--- src/rtl/cfs_md_pkg.sv ---
// Shared definitions for the MD RX arbiter: arbitration states and the
// offset/size field-width derivation from the MD data width.
package cfs_md_pkg;

  typedef enum logic [0:0] {
    ST_IDLE  = 1'b0,
    ST_GRANT = 1'b1
  } arb_state_e;

  // Offset field width; a single-byte bus still carries a 1-bit offset.
  function automatic int offset_w(input int data_width);
    return (data_width <= 8) ? 1 : $clog2(data_width / 8);
  endfunction

  function automatic int size_w(input int data_width);
    return $clog2(data_width / 8) + 1;
  endfunction

endpackage

--- src/rtl/cfs_md_rx_arbiter_rr_picker.sv ---
// Two-way round-robin picker: the pointer decides only when both requesters
// are active; a lone requester always wins.
module cfs_rr_picker (
  input  logic [1:0] req,
  input  logic       ptr,
  output logic       idx,
  output logic       any
);

  // Winner index and request-present flag.
  always_comb begin
    any = |req;
    case (req)
      2'b01:   idx = 1'b0;
      2'b10:   idx = 1'b1;
      2'b11:   idx = ptr;
      default: idx = 1'b0;
    endcase
  end

endmodule

--- src/rtl/cfs_md_rx_arbiter.sv ---
// Two-requester arbiter in front of the MD RX aligner port: round-robin grant,
// ownership held until handshake or an abort, saturating per-requester counts.
module cfs_md_rx_arbiter
  import cfs_md_pkg::*;
#(
  parameter  int ALGN_DATA_WIDTH = 32,
  parameter  int CNT_WIDTH       = 16,
  localparam int OFFSET_W        = offset_w(ALGN_DATA_WIDTH),
  localparam int SIZE_W          = size_w(ALGN_DATA_WIDTH)
) (
  input  logic                         clk,
  input  logic                         reset,
  input  logic [1:0]                   s_valid,
  input  logic [2*ALGN_DATA_WIDTH-1:0] s_data,
  input  logic [2*OFFSET_W-1:0]        s_offset,
  input  logic [2*SIZE_W-1:0]          s_size,
  output logic [1:0]                   s_ready,
  output logic [1:0]                   s_err,
  output logic                         m_valid,
  output logic [ALGN_DATA_WIDTH-1:0]   m_data,
  output logic [OFFSET_W-1:0]          m_offset,
  output logic [SIZE_W-1:0]            m_size,
  input  logic                         m_ready,
  input  logic                         m_err,
  output logic                         grant_id,
  output logic                         busy,
  output logic                         abort,
  output logic [2*CNT_WIDTH-1:0]       xfer_cnt
);

  localparam logic [CNT_WIDTH-1:0] CNT_MAX = {CNT_WIDTH{1'b1}};
  localparam logic [CNT_WIDTH-1:0] CNT_ONE = CNT_WIDTH'(1);

  arb_state_e           state_q, state_d;
  logic                 grant_id_q, grant_id_d;
  logic                 rr_ptr_q, rr_ptr_d;
  logic                 busy_q, busy_d;
  logic [CNT_WIDTH-1:0] cnt_q [2];
  logic [CNT_WIDTH-1:0] cnt_d [2];

  logic pick_idx_s;
  logic pick_any_s;
  logic in_grant_s;
  logic owner_valid_s;
  logic handshake_s;

  cfs_rr_picker u_picker (
    .req (s_valid),
    .ptr (rr_ptr_q),
    .idx (pick_idx_s),
    .any (pick_any_s)
  );

  // Owner status and the completion / violation conditions for this cycle.
  always_comb begin
    in_grant_s    = (state_q == ST_GRANT);
    owner_valid_s = grant_id_q ? s_valid[1] : s_valid[0];
    handshake_s   = in_grant_s && owner_valid_s && m_ready;
  end

  // Shared port mirrors the owner's slice; responses go only to the owner.
  always_comb begin
    m_valid  = in_grant_s && owner_valid_s;
    m_data   = grant_id_q ? s_data[2*ALGN_DATA_WIDTH-1:ALGN_DATA_WIDTH]
                          : s_data[ALGN_DATA_WIDTH-1:0];
    m_offset = grant_id_q ? s_offset[2*OFFSET_W-1:OFFSET_W] : s_offset[OFFSET_W-1:0];
    m_size   = grant_id_q ? s_size[2*SIZE_W-1:SIZE_W] : s_size[SIZE_W-1:0];
    abort    = in_grant_s && !owner_valid_s;
    if (!in_grant_s) begin
      s_ready = 2'b00;
      s_err   = 2'b00;
    end else if (grant_id_q) begin
      s_ready = {m_ready, 1'b0};
      s_err   = {m_err, 1'b0};
    end else begin
      s_ready = {1'b0, m_ready};
      s_err   = {1'b0, m_err};
    end
  end

  // Next-state: arbitrate in IDLE, release ownership on handshake or drop.
  always_comb begin
    state_d    = state_q;
    grant_id_d = grant_id_q;
    rr_ptr_d   = rr_ptr_q;
    cnt_d      = cnt_q;
    case (state_q)
      ST_IDLE: begin
        if (pick_any_s) begin
          state_d    = ST_GRANT;
          grant_id_d = pick_idx_s;
        end else begin
          state_d = ST_IDLE;
        end
      end
      ST_GRANT: begin
        if (handshake_s) begin
          state_d  = ST_IDLE;
          rr_ptr_d = ~grant_id_q;
          if (cnt_q[grant_id_q] != CNT_MAX) begin
            cnt_d[grant_id_q] = cnt_q[grant_id_q] + CNT_ONE;
          end else begin
            cnt_d[grant_id_q] = CNT_MAX;
          end
        end else if (!owner_valid_s) begin
          state_d  = ST_IDLE;
          rr_ptr_d = ~grant_id_q;
        end else begin
          state_d = ST_GRANT;
        end
      end
      default: state_d = ST_IDLE;
    endcase
    busy_d = (state_d == ST_GRANT);
  end

  // State, pointer, ownership and counters; reset drops ownership at once.
  always_ff @(posedge clk or posedge reset) begin
    if (reset) begin
      state_q    <= ST_IDLE;
      grant_id_q <= 1'b0;
      rr_ptr_q   <= 1'b0;
      busy_q     <= 1'b0;
      cnt_q[0]   <= '0;
      cnt_q[1]   <= '0;
    end else begin
      state_q    <= state_d;
      grant_id_q <= grant_id_d;
      rr_ptr_q   <= rr_ptr_d;
      busy_q     <= busy_d;
      cnt_q[0]   <= cnt_d[0];
      cnt_q[1]   <= cnt_d[1];
    end
  end

  assign grant_id = grant_id_q;
  assign busy     = busy_q;
  assign xfer_cnt = {cnt_q[1], cnt_q[0]};

endmodule

--- config.mk ---
export PLATFORM = sky130hd
export DESIGN_NAME = cfs_md_rx_arbiter
export DESIGN_NICKNAME = d
export VERILOG_FILES = /design/src/rtl/cfs_md_pkg.sv /design/src/rtl/cfs_md_rx_arbiter_rr_picker.sv /design/src/rtl/cfs_md_rx_arbiter.sv
export SDC_FILE = /design/constraint.sdc
export NUM_CORES = 1
export LEC_CHECK = 0
export CORE_MARGIN = 1.5
export CORE_UTILIZATION = 34
export DETAILED_ROUTE_END_ITERATION = 16
export PLACE_DENSITY = 0.81
export SYNTH_ARGS = -nofsm -noshare
export SYNTH_HDL_FRONTEND = slang
export SYNTH_SLANG_ARGS = --single-unit
--- constraint.sdc ---
create_clock -name clk -period 2.8 [get_ports clk]
set_input_delay 0.28 -clock clk [delete_from_list [all_inputs] [get_ports clk]]
set_output_delay 0.28 -clock clk [all_outputs]
set_load 0.005 [all_outputs]
Word-level counts from Yosys, hierarchy flattened
Cells that the tools add are included.

word-level totals
  RAM bits = 0
  bits in latches = 0
  memories = 0
  input bits = 80
  bits in read-only memories = 0
  flip-flop bits (word level) = 35

cells by class
  shifts and indexed selects = 0
  divide/modulo/power cells = 0
  order comparisons = 2
  $mul = 0
  multiplexer cells = 22
  reductions and logical operators = 9
  bitwise operators = 4
  eq/ne operators = 4
  add/subtract/negate cells = 1

operators by type and width
  kind                                                                          number
  16-bit two-way mux                                                            4
  32-bit two-way mux                                                            2
  32-bit bitwise mux                                                            1
  32-bit bitwise OR                                                             1
  16-bit by 1-bit adder with 16-bit output, second input constant               1
  16-bit demux with 1-bit select                                                1
  16-bit != test, second input constant                                         1
  2-bit two-way mux                                                             5
  1-bit two-way mux                                                             6
  2-bit AND reduction                                                           3
  2-bit equality test, second input constant                                    2
  1-bit logical AND                                                             4
  1-bit one-hot mux with 2 select lines                                         2
  3-bit two-way mux                                                             1
  2-bit greater-or-equal comparator, second input constant                      1
  2-bit by 1-bit less-than comparator with 1-bit output, second input constant  1
  2-bit by 1-bit != test with 1-bit output, second input constant               1
  1-bit inverter                                                                2
  1-bit inverter with 2-bit output                                              1
  2-bit OR reduction                                                            1
  1-bit zero test                                                               1

Logic depth before layout (Yosys ltp)
Gate-level depths: netlist of the first run.

  depth after elaboration = 7
  depth in mapped cells = 13
  mapped depth without buffers = 6

By module
From an unflattened synthesis of the first run, not the netlist that was laid out.

unflattened totals
  cells, all modules = 256
  area total of the unflattened synthesis = 2448.6 sq um

modules (own cells, without submodules)
  module             area each (sq um)  seq. area each (sq um)  times used  cells each
  cfs_md_rx_arbiter  2431.1             875.8                   1           253
  cfs_rr_picker      17.5               0.0                     1           3

Least setup slack after synthesis of the first run
OpenSTA, ideal clock, no wires.

  kind = register to register
  from = register grant_id_q, in the netlist grant_id
  to = register cnt_q, in the netlist xfer_cnt[11]
  setup time = 0.126 ns
  setup slack = -0.052 ns
  data required time = 2.674 ns
  buffers on the path = 7
  period minus slack after synthesis = 2.852 ns
  stages on the path, launching flop included = 13
  arrival time = 2.726 ns
  cell sequence = dfrtp_1 -> buf_6 -> buf_6 -> buf_2 -> buf_2 -> buf_2 -> mux2_2 -> ha_1 -> o21a_1 -> buf_2 -> and4_1 -> clkbuf_1 -> o32a_1

on the way
  cells in the longest elaborated chain, start to end = 7

RTL lines
  item                                                                                               line                                                                          text
  start, declared                                                                                    cfs_md_rx_arbiter.sv:35                                                       logic grant_id_q, grant_id_d;
  start signal, assigned                                                                             cfs_md_rx_arbiter.sv:128                                                      grant_id_q <= grant_id_d;
  1-bit inverter with 2-bit output (implied by the code)                                             cfs_md_rx_arbiter.sv:100, cfs_md_rx_arbiter.sv:101, cfs_md_rx_arbiter.sv:103
  16-bit two-way mux (implied by the code), or another cell as far along                             cfs_md_rx_arbiter.sv:100, cfs_md_rx_arbiter.sv:101
  16-bit two-way mux (implied by the code) / 1-bit logical AND (equally long branches)               cfs_md_rx_arbiter.sv:100, cfs_md_rx_arbiter.sv:101, cfs_md_rx_arbiter.sv:103
  16-bit two-way mux (on tied branches)                                                              cfs_md_rx_arbiter.sv:100, cfs_md_rx_arbiter.sv:101, cfs_md_rx_arbiter.sv:103
  16-bit by 1-bit adder with 16-bit output / 16-bit demux with 1-bit select (equally long branches)  cfs_md_rx_arbiter.sv:101, cfs_md_rx_arbiter.sv:103
  32-bit bitwise mux / 32-bit bitwise OR (equally long branches)                                     --
  32-bit two-way mux                                                                                 cfs_md_rx_arbiter.sv:100                                                      if (cnt_q[grant_id_q] != CNT_MAX) begin
  end, declared                                                                                      cfs_md_rx_arbiter.sv:38                                                       logic [CNT_WIDTH-1:0] cnt_q [2];

Parallel ways exist; a longest one is shown, timed or not. The select of a mux whose other input is x is not followed.
A chain may end at the register's enable or synchronous reset.

Final worst setup path of the first run
  from = register grant_id_q, in the netlist grant_id
  to = register cnt_q, in the netlist xfer_cnt[14]

Same word-level chain as after synthesis.

==> out/qor.csv, run 1 <==
stage;metric;value;unit
run_status;status;finished, final reports clean;
clock_tree;Num CTS Buffers;5;
synthesis;post-synth cell types;48;
place;Area after DPL;4210;um2
pwr;LEAKAGE;0.00170;uW
finish;post-route cell area;4290;um2
synthesis;Syn Area/Cell;9.46;um2
clock_tree;Num Clock Sinks;35;
synthesis;cells after synthesis;269;
floorplan;# IOs;157;
clock_tree;Setup Fix Bufs, Post-CTS;0;
floorplan;Die Wd;89.5;um
place;GPL Wtd Cong;0.862;
detailed_routing;DR pass1 iterations;5;
floorplan;die area;8010;um2
clock_tree;H-tree level count;2;
critical_path;CP startpoint kind;register;
detailed_routing;Vias;2829;
clock_tree;cts hold-fix bufs;0;
synthesis;FFs w/ async S/R, synth;100;%
detailed_routing;Residual DRC;0;
grt;antenna violations before repair;0;
pwr;Clk pwr share;13.5;%
timing;Least-Margin Pin Slew;0.531;ns
synthesis;mapped cell area;2540;um2
finish;share of layout cells above drive strength 1;16.7;%
timing;Min Hold Slack;0.412;ns
floorplan;Initial Util;35.1;%
pwr;Cell Pwr Density;601;nW/um2
timing;final hold violations;0;
floorplan;placeable core area;7250;um2
synthesis;Yosys warnings;0;
place;Port-buffer cells;156;
synthesis;Post-synth EDFFs;0;
timing;Setup-failing EPs final;0;
pwr;Flop pwr share;29.3;%
timing;Slew Limit Headroom;64.5;%
critical_path;Crit. End Element;register;
critical_path;CP required;2.98;ns
detailed_routing;post-route antenna net violation count;0;
flow_run;max-cap viol count;0;
clock_tree;clock latency on the worst-skew pair;0.29;ns
detailed_routing;drt via density;5.41;
grt;first-pass GRT wire length;13000;um
synthesis;cell taking the most area after synthesis;dfrtp_1;
synthesis;synth top area cells;dfrtp_1 (34%), mux2_2 (18%), a21oi_1 (4.3%);
timing;Setup Skew;0.00494;ns
detailed_routing;Routed WL;8970;um
detailed_routing;Starting DRT DRC Count;174;
pwr;combinational power share;57.3;%
floorplan;# rows;31;
clock_tree;clock edge transition at the registers on the reported setup and hold paths;0.07;ns
timing;min Tclk post-route;2.37;ns
finish;Fill cells;636;
grt;number of global-route vias before repair;2584;
pwr;Sw Pwr;887;uW
floorplan;Die Y-Extent;89.5;um
pwr;Power Internal;1690;uW
grt;total track usage;21.1;%
grt;grt total ovfl;0;
finish;nets@finish;505;
clock_tree;CTS resizes;0;
critical_path;WP data arrival;2.55;ns
critical_path;crit-path max FO;19;
grt;largest net degree at the start of global routing;36;
synthesis;top_reg_cell synth;dfrtp_1;
timing;RSZ-0062 raised after global routing;no;
synthesis;syn_nets;350;
timing;FMAX;422;MHz
timing;final worst path period share;84.6;%
place;Post-DP HPWL;6960;um
pwr;sw frac;34.4;%
timing;Final Slew Violations;0;
finish;antenna cells;0;
clock_tree;clk buf depth;2;
synthesis;most frequent cell after synthesis;mux2_2;
clock_tree;clock root cell;clkbuf_8;
synthesis;number of synthesized register bits;35;
worst_hold_path;Hold Path Class;input port to async pin;
synthesis;sequential-to-total area share from yosys stat;34.4;%
timing;setup_tns;0;ns
clock_tree;CTS tree;yes;
detailed_routing;WL/cell;17.2;um
synthesis;post-synth top area share;34.4;%
synthesis;Commonest cells post-synth;mux2_2 (41), dfrtp_1 (35), nand2_1 (25);
critical_path;crit path kind;register to register;
pwr;peak supply drop;0.294;mV
finish;Layout area overhead;68.5;%
## worst paths after layout
check,slack (ns),to,from,depth (start not counted)
min,0.41,xfer_cnt[11],reset,3
max in group asynchronous,2.04,grant_id,reset,3
max reg2reg,0.43,xfer_cnt[14],grant_id,6
max,0.43,xfer_cnt[14],grant_id,6
min reg2reg,0.54,xfer_cnt[17],xfer_cnt[17],2
min in group clk,0.54,xfer_cnt[17],xfer_cnt[17],2
## cells in the final DEF (no fill, tap or decap), drive strengths merged, types with 10 or more instances in the layout
cell type,Yosys,final
dfrtp,35,35
o21ai,11,11
nor2,18,18
buf,11,10
clkdlybuf4s50,0,156
a21oi,23,23
mux2,42,42
nand3,11,11
nand2,25,25
## power by group through the flow
stage                     Combinational, uW  Sequential (uW)  Clock [uW]
after floorplan                         764              718           0
after global placement                 1450              758           0
after global routing                   1600              779         375
after CTS                              1490              755         355
final                                  1480              755         347
after detailed placement               1480              760           0
## logic make-up after synthesis
logic type,Yosys count,share of synthesized area (%)
buf+inv,21,4.13
mux,51,22.3
fa+ha+maj,1,0.492
flops,35,34.4
compound gates,69,18.6
simple gates,92,20.1
## critical path, stage by stage, from the launching register on
cell	delay, ns
dfrtp_2	0.48
buf_4	0.29
nand3_1	0.18
a22oi_4	0.30
nand3_2	0.17
or4_4	0.56
a32o_2	0.27
## final cells by class
cell class / count / area, um2 / area share, %
inverter: 3 / 11.3 / 0.263
sequential: 35 / 877 / 20.4
tap: 99 / 124 / 2.89
clock buffer: 7 / 76.3 / 1.78
multi-input combinational: 213 / 1560 / 36.5
timing repair buffer: 166 / 1640 / 38.2
## stage by stage
stage / util, % / instances / power, uW / setup slack [ns]
3_5_place_dp: 58.1 / 516 / 2240 / 0.472
2_1_floorplan: - / 269 / 1480 / 0.0359
4_1_cts: 59.1 / 523 / 2600 / 0.435
5_1_grt: 59.1 / 523 / 2750 / 0.321
3_3_place_gp: 58.1 / 516 / 2210 / 0.556
6_report: 59.1 / 523 / 2580 / 0.431
## state kept, by name, indices dropped and copies added (netlist names)
register and cells:
xfer_cnt 32, grant_id 1, busy 1, rr_ptr_q 1
## routing by layer
metal | share of wire (%) | up-vias | track usage [%]
met5 | 0 | - | 0
met4 | 1.2 | 0 | 5.17
met3 | 10 | 12 | 5.08
met2 | 50 | 155 | 37.6
met1 | 38 | 1336 | 25.5
li1 | - | 1326 | -
(Power assumes the default switching activity.)
==> run 2: changes to the inputs <==
clock period = 2 ns   (was 2.8 ns; I/O delays follow)
==> run 2 against run 1 <==
- the flow now finishes with violations (negative setup slack)
- via count grew 14%
- design area grew 17%
- total power increased by 62%
- wire length increased by 19%
- critical endpoint is now xfer_cnt[2]
==> out/qor.csv, run 2 (synthesis results as in run 1) <==
stage;metric;value;unit
run_status;status;finished with violations;
run_status;failing checks;negative setup slack;
critical_path;crit path kind;register to register;
finish;commonest non-fill, non-tap cell in the layout;clkdlybuf4s50_1;
pwr;Cell Pwr Density;829;nW/um2
critical_path;CP required;2.19;ns
clock_tree;CTS tree;yes;
timing;Setup-failing EPs final;20;
detailed_routing;WL/cell;18.4;um
floorplan;# rows;31;
detailed_routing;Residual DRC;0;
critical_path;crit-path max FO;7;
place;Post-DP HPWL;7650;um
clock_tree;clk buf depth;2;
timing;Slew Limit Headroom;74.1;%
place;GPL Wtd Cong;0.953;
critical_path;Worst path most repeated cell;buf_6;
finish;antenna cells;0;
clock_tree;clock root cell;clkbuf_8;
detailed_routing;Routed WL;10700;um
critical_path;CP startpoint kind;register;
critical_path;worst-path cell chain;buf_6 > nand3b_1 > a22oi_4 > buf_4 > buf_6 > and4_4 > nor2_2 > a31oi_1;
finish;Layout area overhead;97.4;%
critical_path;Slowest Stage Delay on Critical Path;0.48;ns
place;Port-buffer cells;156;
timing;Setup Skew;0.0126;ns
timing;Least-Margin Pin Slew;0.381;ns
clock_tree;cts hold-fix bufs;0;
timing;RSZ-0062 raised after global routing;yes;
finish;area of the multi-input gates;1750;um2
critical_path;crit path from;grant_id;
detailed_routing;post-route antenna net violation count;0;
grt;antenna violations before repair;0;
finish;FF+latch area;877;um2
timing;FMAX;477;MHz
clock_tree;Num Clock Sinks;35;
critical_path;Worst R2R Start;grant_id;
floorplan;placeable core area;7250;um2
finish;nets@finish;564;
grt;number of global-route vias before repair;3038;
detailed_routing;Starting DRT DRC Count;193;
place;pre-CTS setup slack;-0.153;ns
detailed_routing;DR pass1 iterations;5;
place;placed cell count;556;
clock_tree;clock latency on the worst-skew pair;0.29;ns
finish;most frequent cells in the layout;clkdlybuf4s50_1 (116), buf_4 (53), mux2_2 (38);
finish;final cell count without fillers;583;
timing;Final Slew Violations;0;
timing;setup ws final;-0.0985;ns
grt;largest net degree at the start of global routing;22;
worst_hold_path;Hold Path Class;input port to async pin;
floorplan;die area;8010;um2
clock_tree;clock edge transition at the registers on the reported setup and hold paths;0.07;ns
grt;first-pass GRT wire length;14800;um
floorplan;Die Wd;89.5;um
finish;Fill cells;552;
critical_path;WP data arrival;2.29;ns
floorplan;# IOs;157;
grt;total track usage;24.4;%
flow_run;max-cap viol count;0;
timing;final worst path period share;105;%
clock_tree;H-tree level count;2;
critical_path;Crit. End Element;register;
clock_tree;Num CTS Buffers;5;
critical_path;Crit-path slowest cell;dfrtp_2;
timing;min Tclk post-route;2.10;ns
floorplan;Initial Util;35.1;%
finish;max FFs per register;32;
grt;grt total ovfl;0;
detailed_routing;Vias;3214;
pwr;LEAKAGE;0.00222;uW
pwr;peak supply drop;0.482;mV
floorplan;Die Y-Extent;89.5;um
finish;share of layout cells above drive strength 1;34.3;%
detailed_routing;drt via density;5.51;
timing;final hold violations;0;
-- run 2: cell count changes in the layout (fill, tap and decap cells not counted), sizes merged --
cell / delta
clkinv: +1
clkbuf: +1
buf: +58
clkdlybuf4s15: +6
dlymetal6s2s: +10
dlygate4sd2: +24
clkdlybuf4s50: -40
-- run 2: critical path, delay by kind of cell, from the launching register on --
family	cells	cell delay [ns]
DFF	1	0.48
and+or+nand+nor	3	0.62
buffers and inverters	3	0.41
AOI/OAI and AO/OA	2	0.49
-- run 2: path summary, 6_finish.rpt --
check                          endpoint  slack, ns  cells past startpoint
setup / recovery            xfer_cnt[2]       -0.1                      8
hold / removal             xfer_cnt[17]       0.17                      2
setup reg to reg            xfer_cnt[2]       -0.1                      8
hold reg to reg             xfer_cnt[3]       0.56                      2
max in group asynchronous   xfer_cnt[5]       1.29                      3
min in group clk            xfer_cnt[3]       0.56                      2
-- run 2: metrics by stage --
| stage | setup TNS, ns | area [um2] | util, % | power, uW | hold WS, ns |
|---|---|---|---|---|---|
| 6_report | -0.956 | 5020 | 69.3 | 4170 | 0.174 |
| 5_1_grt | -2.14 | 5020 | 69.3 | 4410 | 0.219 |
| 4_1_cts | -0.203 | 4830 | 66.5 | 4020 | 0.181 |
| 3_5_place_dp | -3.71 | 4560 | 62.9 | 3370 | 0.495 |
| 3_3_place_gp | -2.33 | 4560 | 62.9 | 3300 | 0.489 |
| 2_1_floorplan | -13.21 | 2620 | - | 2160 | 0.297 |
-- run 2: where the power goes --
group          internal (uW)  switching, uW  total [uW]  leakage (uW)
combinational           1600           1010        2620       0.00172
clock                    278            258         536     0.0000482
sequential               851            161        1010      0.000453
-- run 2: cell type report --
cell class	count	share of cell area (%)
well taps	99	2.47
multi-input cells	213	34.9
clock buffers	7	1.72
flip-flops and latches	35	17.5
clock inverters	1	0.0996
inverters	3	0.224
repair buffers	225	43.2
-- run 2: repair_timing --
action / 4_1_cts / 5_1_grt
gates cloned: 0 / 1
setup buffers: 15 / 4
gates resized for setup: 63 / 41
endpoints found under the setup margin: 67 / 40
pin swaps: 4 / 11
-- run 2: layer usage --
metal / up-vias / global-route usage [%] / wire [um] / share of wire, %
met1: 1545 / 25.7 / 3920 / 37
met5: - / 0 / 0 / 0
met2: 194 / 46.1 / 5450 / 51
li1: 1442 / - / - / -
met4: 0 / 9.93 / 341 / 3.2
met3: 33 / 5.72 / 991 / 9.3
==> edit: new RTL, settings of run 1 <==
Put a register stage on the output `s_err`, without a reset. The value now appears one clock later. The other outputs are not delayed to match.
--- a/src/rtl/cfs_md_rx_arbiter.sv
+++ b/src/rtl/cfs_md_rx_arbiter.sv
@@ -31,4 +31,6 @@
   localparam logic [CNT_WIDTH-1:0] CNT_MAX = {CNT_WIDTH{1'b1}};
   localparam logic [CNT_WIDTH-1:0] CNT_ONE = CNT_WIDTH'(1);
+
+  logic [1:0] s_err_d;
 
   arb_state_e           state_q, state_d;
@@ -69,11 +71,11 @@
     if (!in_grant_s) begin
       s_ready = 2'b00;
-      s_err   = 2'b00;
+      s_err_d = 2'b00;
     end else if (grant_id_q) begin
       s_ready = {m_ready, 1'b0};
-      s_err   = {m_err, 1'b0};
+      s_err_d = {m_err, 1'b0};
     end else begin
       s_ready = {1'b0, m_ready};
-      s_err   = {1'b0, m_err};
+      s_err_d = {1'b0, m_err};
     end
   end
@@ -138,4 +140,8 @@
   assign xfer_cnt = {cnt_q[1], cnt_q[0]};
 
+  always_ff @(posedge clk) begin
+    s_err <= s_err_d;
+  end
+
 endmodule
 
Behaviour: not the same (Yosys sat finds a counterexample within 4 cycles, from zero or initial values and one cycle with reset high).
==> edit against run 1 <==
Cell area is 2.0% higher; critical path depth is 2 lower; sequential cell count is 2 higher; area after synthesis is 2.9% higher; worst setup slack worse by 0.17 ns; clock skew is 0.0059 ns higher; wire length is 2.0% higher; total power is 9.4% higher; critical endpoint is now m_size[0]; largest power group unchanged.
==> edit: results (changes against run 1) <==
sequential cell area share=21.0% (+0.51 points); reg-to-reg endpoint=xfer_cnt[27]$_DFFE_PP0P_; number of DRC markers in iteration 0=177 (+1.7%); Post-DP HPWL=7.03 mm (+1.1%); Worst EP arrival=2.26 ns (-0.29 ns); slowest cell on the critical path=clkdlybuf4s50_1; nets@finish=524 (+3.8%); Top delay family on crit path=buffers and inverters; post-synth cell types=45 (-6.3%); Yosys reg bits=37 (+5.7%); crit-path max cell delay=0.47 ns (-0.09 ns); met2 usage=38.2% (+0.63 points); layout cells sized above 1=15.5% (-1.2 points); status=complete, no violations; met1 Use GR=28.8% (+3.3 points); Layout clock area frac=1.89% (+0.11 points); first-pass GRT wire length=14.8 mm (+14%); Layout fillers=661 (+3.9%); inverters=5 (+2); Worst VDD drop=0.000329 V (+12%); WL met3=622 microns (-31%); length in cells of the worst reg-to-reg path=8 (+2); largest net degree at the start of global routing=39 (+8.3%); Clock buffer cells=6 (-1); Met2 Routed Length=4.71 mm (+4.2%); Lkg Pwr=1.71 nW (+0.39%); M3 GR Usage=3.70% (-1.4 points); WL final=9.15 mm (+2.0%); fraction of registers with async set/reset=94.6% (-5.4 points); Worst Tran Pin Value=0.856 ns (+0.326 ns); vias per cell=5.31 (-1.8%); Post-Route M1 WL=3.78 mm (+9.8%); Multi-input gate area=1590 sq um (+1.6%); clock skew=0.0109 ns (+0.00592 ns)
[edit: stage by stage]
step	instance area, sq um	instances	utilization, %	worst slack (ns)
floorplan	2650	287	-	0.0168
global placement	4290	535	58.3	0.507
detailed placement	4290	535	58.3	0.437
CTS	4380	543	59.4	0.263
global route	4380	543	59.4	0.168
finish	4380	543	59.4	0.262
[edit: kinds of logic (layout without fill, tap and decap cells)]
| group | Yosys count | count (layout) | synth area share, % |
|---|---|---|---|
| and+or+nand+nor | 107 | 107 | 22.2 |
| AOI/OAI and AO/OA | 70 | 70 | 17.2 |
| DFF | 37 | 37 | 35.0 |
| xor gates and xnor gates | 1 | 1 | 0.335 |
| muxes | 48 | 48 | 20.4 |
| buffers and inverters | 23 | 180 | 4.44 |
| adders and majority gates | 1 | 1 | 0.478 |
[edit: power by group]
part / leakage (nW) / internal, mW / total, mW / switching [mW]
sequential: 0.472 / 0.654 / 0.824 / 0.170
clock: 0.0450 / 0.173 / 0.369 / 0.197
combinational: 1.19 / 0.990 / 1.63 / 0.639
total: 1.71 / 1.82 / 2.82 / 1.01
[edit: how the worst max path moves through the flow]
| stage | depth (start not counted) | from | slack (ns) | end |
|---|---|---|---|---|
| 6_report | 4 | grant_id$_DFFE_PP0P_ | 0.26 | m_size[0] |
| 4_1_cts | 4 | grant_id$_DFFE_PP0P_ | 0.26 | m_size[0] |
| 2_1_floorplan | 14 | grant_id$_DFFE_PP0P_ | 0.02 | xfer_cnt[16]$_DFFE_PP0P_ |
| 3_3_place_gp | 8 | grant_id$_DFFE_PP0P_ | 0.51 | xfer_cnt[16]$_DFFE_PP0P_ |
| 5_1_grt | 4 | grant_id$_DFFE_PP0P_ | 0.17 | m_size[0] |
| 3_5_place_dp | 8 | grant_id$_DFFE_PP0P_ | 0.44 | xfer_cnt[27]$_DFFE_PP0P_ |
